<file path="config.mk">
export PLATFORM = sky130hd
export DESIGN_NAME = bp_resolve_queue
export DESIGN_NICKNAME = d
export VERILOG_FILES = /design/src/rtl/bp_resolve_queue_pkg.sv /design/src/rtl/bp_resolve_queue_check.sv /design/src/rtl/bp_resolve_queue.sv
export SDC_FILE = /design/constraint.sdc
export NUM_CORES = 1
export LEC_CHECK = 0
export CORE_UTILIZATION = 55
export CTS_CLUSTER_SIZE = 30
export DETAILED_ROUTE_END_ITERATION = 6
export GPL_TIMING_DRIVEN = 0
export PLACE_DENSITY = 0.77
export SLEW_MARGIN = 20
export SYNTH_ARGS = -nofsm -noshare
export SYNTH_HDL_FRONTEND = slang
export SYNTH_HIERARCHICAL = 1
export SYNTH_SLANG_ARGS = --single-unit
</file>
<file path="constraint.sdc">
create_clock -name clk -period 10.2 [get_ports clk]
set_clock_uncertainty 0.15 [all_clocks]
set_input_delay 3.06 -clock clk [delete_from_list [all_inputs] [get_ports clk]]
set_output_delay 3.06 -clock clk [all_outputs]
set_load 0.05 [all_outputs]
</file>
<file path="src/rtl/bp_resolve_queue_pkg.sv">
// Shared types for the branch-prediction resolve queue.
//   addr_t       : 32-bit instruction address
//   bpq_entry_t  : fetch-time prediction held per fetch packet
//   bpq_state_e  : resolve FSM states
package bp_resolve_queue_pkg;

  localparam int unsigned BPQ_DEPTH = 8;
  localparam int unsigned ADDR_W    = 32;

  typedef logic [ADDR_W-1:0] addr_t;

  typedef struct packed {
    addr_t pc;      // packet base pc
    logic  taken;   // predicted taken
    logic  pos;     // 0: slot pc, 1: slot pc+4
    addr_t pre_pc;  // predicted target
  } bpq_entry_t;

  typedef enum logic [1:0] {
    RUN      = 2'd0,
    REDIRECT = 2'd1,
    WAIT     = 2'd2
  } bpq_state_e;

endpackage

</file>
<file path="src/rtl/bp_resolve_queue_check.sv">
// Combinational prediction check for one executing instruction.
//   entry       : prediction stored for the instruction's packet
//   res_pc      : pc of the executing instruction
//   ctrl        : instruction is any control-transfer class
//   res_taken   : actual direction
//   res_dest_pc : actual target
//   mis_c       : prediction disagrees with the actual outcome
//   next_pc_c   : correct next fetch pc
module bpq_check
  import bp_resolve_queue_pkg::*;
(
  input  bpq_entry_t entry,
  input  addr_t      res_pc,
  input  logic       ctrl,
  input  logic       res_taken,
  input  addr_t      res_dest_pc,
  output logic       mis_c,
  output addr_t      next_pc_c
);

  addr_t slot_pc;
  logic  pred_taken;

  // The prediction only applies to the slot it was made for.
  always_comb begin
    slot_pc    = entry.pc + (entry.pos ? addr_t'(4) : addr_t'(0));
    pred_taken = entry.taken && (res_pc == slot_pc);

    // Not-taken control transfers skip their delay slot.
    if (res_taken) begin
      next_pc_c = res_dest_pc;
    end else if (ctrl) begin
      next_pc_c = res_pc + addr_t'(8);
    end else begin
      next_pc_c = res_pc + addr_t'(4);
    end

    mis_c = (pred_taken != res_taken) ||
            (pred_taken && (entry.pre_pc != res_dest_pc));
  end

endmodule

</file>
<file path="src/rtl/bp_resolve_queue.sv">
// Execute-side resolve queue for branch predictions.
// Holds one prediction per fetch packet in allocation order, checks executing
// instructions against them, issues a one-shot redirect on a mispredict
// (rewinding younger packets) and drives registered predictor updates.
//   alloc_*    : in-order allocation from fetch, alloc_tag is the slot written
//   res_*      : executing instruction, tagged with its packet
//   free_valid : head packet retired from exe
//   fetch_restart : fetch accepted the redirect pc
//   redirect_* : one-cycle redirect pulse and correct pc
//   upd_*      : registered predictor update for control instructions
//   full/empty : occupancy status
module bp_resolve_queue
  import bp_resolve_queue_pkg::*;
#(
  parameter  int unsigned DEPTH = BPQ_DEPTH,
  localparam int unsigned TAG_W = $clog2(DEPTH),
  localparam int unsigned CNT_W = TAG_W + 1
) (
  input  logic             clk,
  input  logic             resetn,
  input  logic             alloc_valid,
  output logic             alloc_ready,
  input  logic [31:0]      alloc_pc,
  input  logic             alloc_taken,
  input  logic             alloc_pos,
  input  logic [31:0]      alloc_pre_pc,
  output logic [TAG_W-1:0] alloc_tag,
  input  logic             res_valid,
  input  logic [TAG_W-1:0] res_tag,
  input  logic [31:0]      res_pc,
  input  logic             res_is_branch,
  input  logic             res_is_j,
  input  logic             res_is_jal,
  input  logic             res_is_jalr,
  input  logic             res_is_jr_ra,
  input  logic             res_taken,
  input  logic [31:0]      res_dest_pc,
  input  logic             free_valid,
  input  logic             fetch_restart,
  output logic             redirect_valid,
  output logic [31:0]      redirect_pc,
  output logic             upd_is_branch,
  output logic             upd_is_j,
  output logic             upd_is_jal,
  output logic             upd_is_jalr,
  output logic             upd_is_jr_ra_exe,
  output logic             upd_is_taken,
  output logic [31:0]      upd_exe_pc,
  output logic [31:0]      upd_dest_pc,
  output logic [31:0]      upd_ret_pc,
  output logic             full,
  output logic             empty
);

  bpq_entry_t       entries [DEPTH];
  bpq_state_e       state, state_nxt;
  logic [TAG_W-1:0] head, tail;
  logic [CNT_W-1:0] count;

  bpq_entry_t       entry_c;
  logic             ctrl_c, check_en_c, rewind_c, upd_en_c;
  logic             alloc_fire_c, free_fire_c;
  logic             mis_c;
  addr_t            next_pc_c;
  logic [TAG_W-1:0] dist_c;
  logic [CNT_W-1:0] rewind_cnt_c;

  // Status derived from registered occupancy and state.
  assign full        = (count == CNT_W'(DEPTH));
  assign empty       = (count == '0);
  assign alloc_ready = !full && (state == RUN);
  assign alloc_tag   = tail;

  // Checks only run on the correct path; REDIRECT/WAIT traffic is wrong-path.
  always_comb begin
    entry_c      = entries[res_tag];
    ctrl_c       = res_is_branch | res_is_j | res_is_jal | res_is_jalr | res_is_jr_ra;
    check_en_c   = res_valid && (state == RUN);
    rewind_c     = check_en_c && mis_c;
    upd_en_c     = check_en_c && ctrl_c;
    alloc_fire_c = alloc_valid && alloc_ready;
    free_fire_c  = free_valid && !empty;
    // Occupancy after rewind keeps head..res_tag inclusive (1..DEPTH).
    dist_c       = res_tag - head;
    rewind_cnt_c = CNT_W'(dist_c) + CNT_W'(1);
  end

  bpq_check u_check (
    .entry       (entry_c),
    .res_pc      (res_pc),
    .ctrl        (ctrl_c),
    .res_taken   (res_taken),
    .res_dest_pc (res_dest_pc),
    .mis_c       (mis_c),
    .next_pc_c   (next_pc_c)
  );

  // FSM state register.
  always_ff @(posedge clk or negedge resetn) begin
    if (!resetn) begin
      state <= RUN;
    end else begin
      state <= state_nxt;
    end
  end

  // FSM next state.
  always_comb begin
    state_nxt = state;
    unique case (state)
      RUN:      if (rewind_c) state_nxt = REDIRECT;
      REDIRECT: state_nxt = WAIT;
      WAIT:     if (fetch_restart) state_nxt = RUN;
      default:  state_nxt = RUN;
    endcase
  end

  // Prediction storage; written only on an accepted allocation.
  always_ff @(posedge clk) begin
    if (alloc_fire_c && !rewind_c) begin
      entries[tail] <= '{pc: alloc_pc, taken: alloc_taken, pos: alloc_pos,
                         pre_pc: alloc_pre_pc};
    end
  end

  // Pointers and occupancy; a rewind drops same-cycle alloc, free applies after it.
  always_ff @(posedge clk or negedge resetn) begin
    if (!resetn) begin
      head  <= '0;
      tail  <= '0;
      count <= '0;
    end else begin
      if (rewind_c) begin
        tail  <= res_tag + TAG_W'(1);
        count <= free_fire_c ? rewind_cnt_c - CNT_W'(1) : rewind_cnt_c;
      end else begin
        if (alloc_fire_c) begin
          tail <= tail + TAG_W'(1);
        end
        if (alloc_fire_c && !free_fire_c) begin
          count <= count + CNT_W'(1);
        end else if (!alloc_fire_c && free_fire_c) begin
          count <= count - CNT_W'(1);
        end
      end
      if (free_fire_c) begin
        head <= head + TAG_W'(1);
      end
    end
  end

  // Redirect pulse and predictor update, both one cycle after the check.
  always_ff @(posedge clk or negedge resetn) begin
    if (!resetn) begin
      redirect_valid   <= 1'b0;
      redirect_pc      <= '0;
      upd_is_branch    <= 1'b0;
      upd_is_j         <= 1'b0;
      upd_is_jal       <= 1'b0;
      upd_is_jalr      <= 1'b0;
      upd_is_jr_ra_exe <= 1'b0;
      upd_is_taken     <= 1'b0;
      upd_exe_pc       <= '0;
      upd_dest_pc      <= '0;
      upd_ret_pc       <= '0;
    end else begin
      redirect_valid   <= rewind_c;
      redirect_pc      <= rewind_c ? next_pc_c : '0;
      upd_is_branch    <= upd_en_c && res_is_branch;
      upd_is_j         <= upd_en_c && res_is_j;
      upd_is_jal       <= upd_en_c && res_is_jal;
      upd_is_jalr      <= upd_en_c && res_is_jalr;
      upd_is_jr_ra_exe <= upd_en_c && res_is_jr_ra;
      upd_is_taken     <= upd_en_c && res_taken;
      upd_exe_pc       <= upd_en_c ? res_pc : '0;
      upd_dest_pc      <= upd_en_c ? res_dest_pc : '0;
      upd_ret_pc       <= upd_en_c ? res_pc + 32'd8 : '0;
    end
  end

endmodule

</file>
==> impl_metrics.py <==
metrics = {
    "synth": {
        "yosysMostFrequentCell": "edfxtp_1",
        "synth-seq-cells": 672,
        "syn_inst": 1630,
        "synth_commonest_cells": "528 x edfxtp_1, 144 x dfrtp_1, 132 x mux4_2",
        "ys.flop_type": "edfxtp_1",
        "ys_seq_area_share_pct": 69.44,
        "synth.distinct_cells": 82,
        "syn_nets": 1789,
        "synth.area.top_cells": "edfxtp_1 57%, dfrtp_1 13%, mux4_2 11%",
        "syn_area_per_cell_um2": 17.19,
        "synthesis.area_um2": 28020,
        "yosys_warnings": 6,
        "synth_top_area_share_pct": 56.58,
        "synth.largest_area_cell": "edfxtp_1",
        "synthArstFlopShare_pct": 21.43,
        "synth_edf_count": 528,
    },
    "timing": {
        "drv_slew": 0,
        "fmax_mhz": 99.01,
        "post-route-period-util_pct": 99.02,
        "maxSlewHeadroom_pct": 39.23,
        "hold_viol_final": 0,
        "fin_crit_ns": 10.10,
        "setup_viol": 0,
        "rsz0062_at_grt": "false",
        "worst_slack_ns": 0.09978,
        "worstMarginPinSlew_ns": 0.9115,
    },
    "routing": {
        "vias": 16750,
        "drt_iter0_drc": 1880,
        "wl_per_cell_um": 27.38,
        "firstDrtPassIters": 6,
        "routed_via_density": 6.071,
        "drt_wl_total_um": 75550,
        "drc": 0,
        "ant_nets": 0,
    },
    "cells_and_area": {
        "fillers": 3199,
        "fin_cells": 2759,
        "final_nets": 2192,
        "drive_above_1_share_pct": 19.97,
        "final_area_um2": 34890,
        "area_growth_pct": 24.50,
    },
    "clock_network": {
        "path_clk_slew_ns": 0.06,
        "htreeDepth": 3,
        "cts_tree": "done",
        "clock_sinks": 672,
        "numCtsBuffers": 67,
        "root_buffer": "clkbuf_16",
        "cts_buffer_depth": 3,
        "clk_latency_ns": 0.60,
    },
    "min_path": {
        "min_to": "head[0]",
        "hold_class": "reg -> reg",
        "hold_depth": 1,
        "hold_path_startpoint": "head[0]",
    },
    "critical_path": {
        "regToRegSetupSlack_ns": 3.75,
        "r2r-start": "entries[7][32]",
        "worstPathRequired_ns": 10.34,
        "cp-start-kind": "input port",
        "cp_slowest_cell": "a2111oi_1",
        "crit_fanout": 17,
        "rr_endpoint": "entries[3][24]",
        "crit_top_cell": "buf_2",
        "end_kind": "register",
        "slowest_delay_ns": 0.64,
        "cp.arrival_ns": 10.24,
        "crit_type": "in -> reg",
        "crit_family": "buffers and inverters",
        "path_buf_inv": 11,
        "r2r_cells": 21,
    },
    "global_routing": {
        "grt_overflow": 0,
        "grt_use_met1_pct": 40.31,
        "grt_use_met2_pct": 47.09,
        "top_usage_layer": "met2",
        "grt_max_degree": 87,
        "gr-usage-met3_pct": 7.350,
        "grtUsageTotal_pct": 29.77,
        "grt_pass1_wl_um": 111900,
        "first_global_vias": 17200,
        "antenna_found_initial": 8,
    },
    "placed_design": {
        "post-place-cells": 2621,
        "dpl-instance-area_um2": 32560,
        "gp_congestion": 0.9292,
        "post-place-ws_ns": -1.499,
        "io_buffer_count": 283,
        "dp_hpwl_um": 52380,
    },
    "floorplanning": {
        "die_x_um": 227.7,
        "die_h_um": 227.7,
        "start_util_pct": 55.85,
        "ios": 286,
        "core_area_um2": 50170,
        "rows": 82,
        "dieArea_um2": 51850,
    },
    "run": {
        "maxCapViolCount": 0,
    },
    "pwr": {
        "irDropWorstVdd_uv": 139.0,
        "power_density_nw_per_um2": 200.8,
        "cellLeakagePower_nw": 12.14,
    },
    "status": {
        "run_status": "finished, final reports clean",
    },
}
## where the power goes
| part | internal [mW] | total, mW | switching, mW |
|---|---|---|---|
| sequential | 3.21 | 3.30 | 0.0916 |
| combinational | 0.500 | 1.26 | 0.762 |
| clock | 1.43 | 2.44 | 1.01 |
| total | 5.15 | 7.01 | 1.86 |
## cells by family after synthesis
family,after synthesis,synth area share [%]
AOI/OAI and AO/OA,114,2.733
xor gates and xnor gates,118,3.791
adders and majority gates,14,0.6787
buffers and inverters,96,1.460
DFF,672,69.44
muxes,211,13.75
and+or+nand+nor,405,8.140
## stage by stage
stage	setup TNS (ns)	power (mW)	utilization, %	hold slack, ns
after floorplan	-204.44	4.038	-	0.3269
after global placement	-2751.14	4.486	63.20	0.3534
after detailed placement	-542.29	4.583	64.89	0.3662
after CTS	0	7.024	69.44	0.3781
after global routing	0	7.232	69.53	0.3953
final	0	7.006	69.53	0.3720
## worst register-to-register path, stage by stage, from the launching register on
cell and delay [ns]:
edfxtp_1 0.38, mux4_2 0.47, mux2_2 0.31, ha_1 0.21
ha_1 0.22, and2_1 0.15, clkbuf_1 0.16, a41o_1 0.27
a32oi_1 0.19, a22oi_1 0.15, a2111oi_1 0.64, o2111ai_1 0.33
mux2_1 0.44, nand4bb_1 0.13, clkbuf_1 0.28, clkbuf_2 0.30
nand4_1 0.13, buf_4 0.20, buf_4 0.14, nor2_4 0.45
buf_16 0.23, buf_16 0.20
## final cells by class
type	count	area, um2	share of cell area (%)
inverters	18	67.56	0.1937
well taps	672	840.8	2.410
flip-flops and latches	672	19460	55.78
multi-input cells	862	8233	23.60
clock buffers	87	1888	5.412
diodes	4	10.01	0.02869
repair buffers	334	3741	10.72
plain buffers	78	350.3	1.004
clock inverters	32	296.5	0.8500
## layer usage
| metal | routed length [um] | part of all wire (%) |
|---|---|---|
| met1 | 29050 | 38 |
| met2 | 36150 | 48 |
| met3 | 7659 | 10 |
| met4 | 2641 | 3.5 |
| met5 | 54 | 0.071 |
## registers in the layout (all words and copies together), names as in the netlist, 2 cells and up
register / cells
count: 4
alloc_tag: 3
upd_ret_pc: 32
head: 3
entries: 528
upd_dest_pc: 32
state: 2
upd_exe_pc: 29
redirect_pc: 32
## worst max-delay path by stage
stage	start	end	slack [ns]	depth (start not counted)
2_1_floorplan	res_tag[0]	entries[7][0]	-0.61	20
3_3_place_gp	res_tag[1]	entries[3][24]	-5.96	19
3_5_place_dp	res_tag[1]	entries[1][25]	-1.50	23
4_1_cts	res_tag[1]	entries[7][45]	0.08	24
5_1_grt	res_tag[1]	entries[3][24]	0.07	25
6_report	res_tag[1]	entries[3][24]	0.1	25
## cells in the final DEF, fill, tap and decap left out, drive strengths merged, types with 7 or more instances in the layout
cell type and count:
edfxtp 528, clkdlybuf4s50 282, dfrtp 144, clkbuf 133, mux4 132, and2 105
buf 84, nand2 76, mux2 72, xnor2 69, nor2 51, xor2 47
o21ai 39, nand4 34, nand3 31, nor3 21, a21oi 20, inv 20
clkinv 20, nor4 17, and3 15, or4 13, ha 12, o31ai 10
and4 10, nand2b 7, mux2i 7
## what timing repair did
item                                    4_1_cts  5_1_grt
hold buffers                                  0        0
gates resized for setup                       6        8
setup buffers                                11        4
endpoints found under the setup margin      520      196
pin swaps                                     5        1
Power figures use the tool's default switching activity.
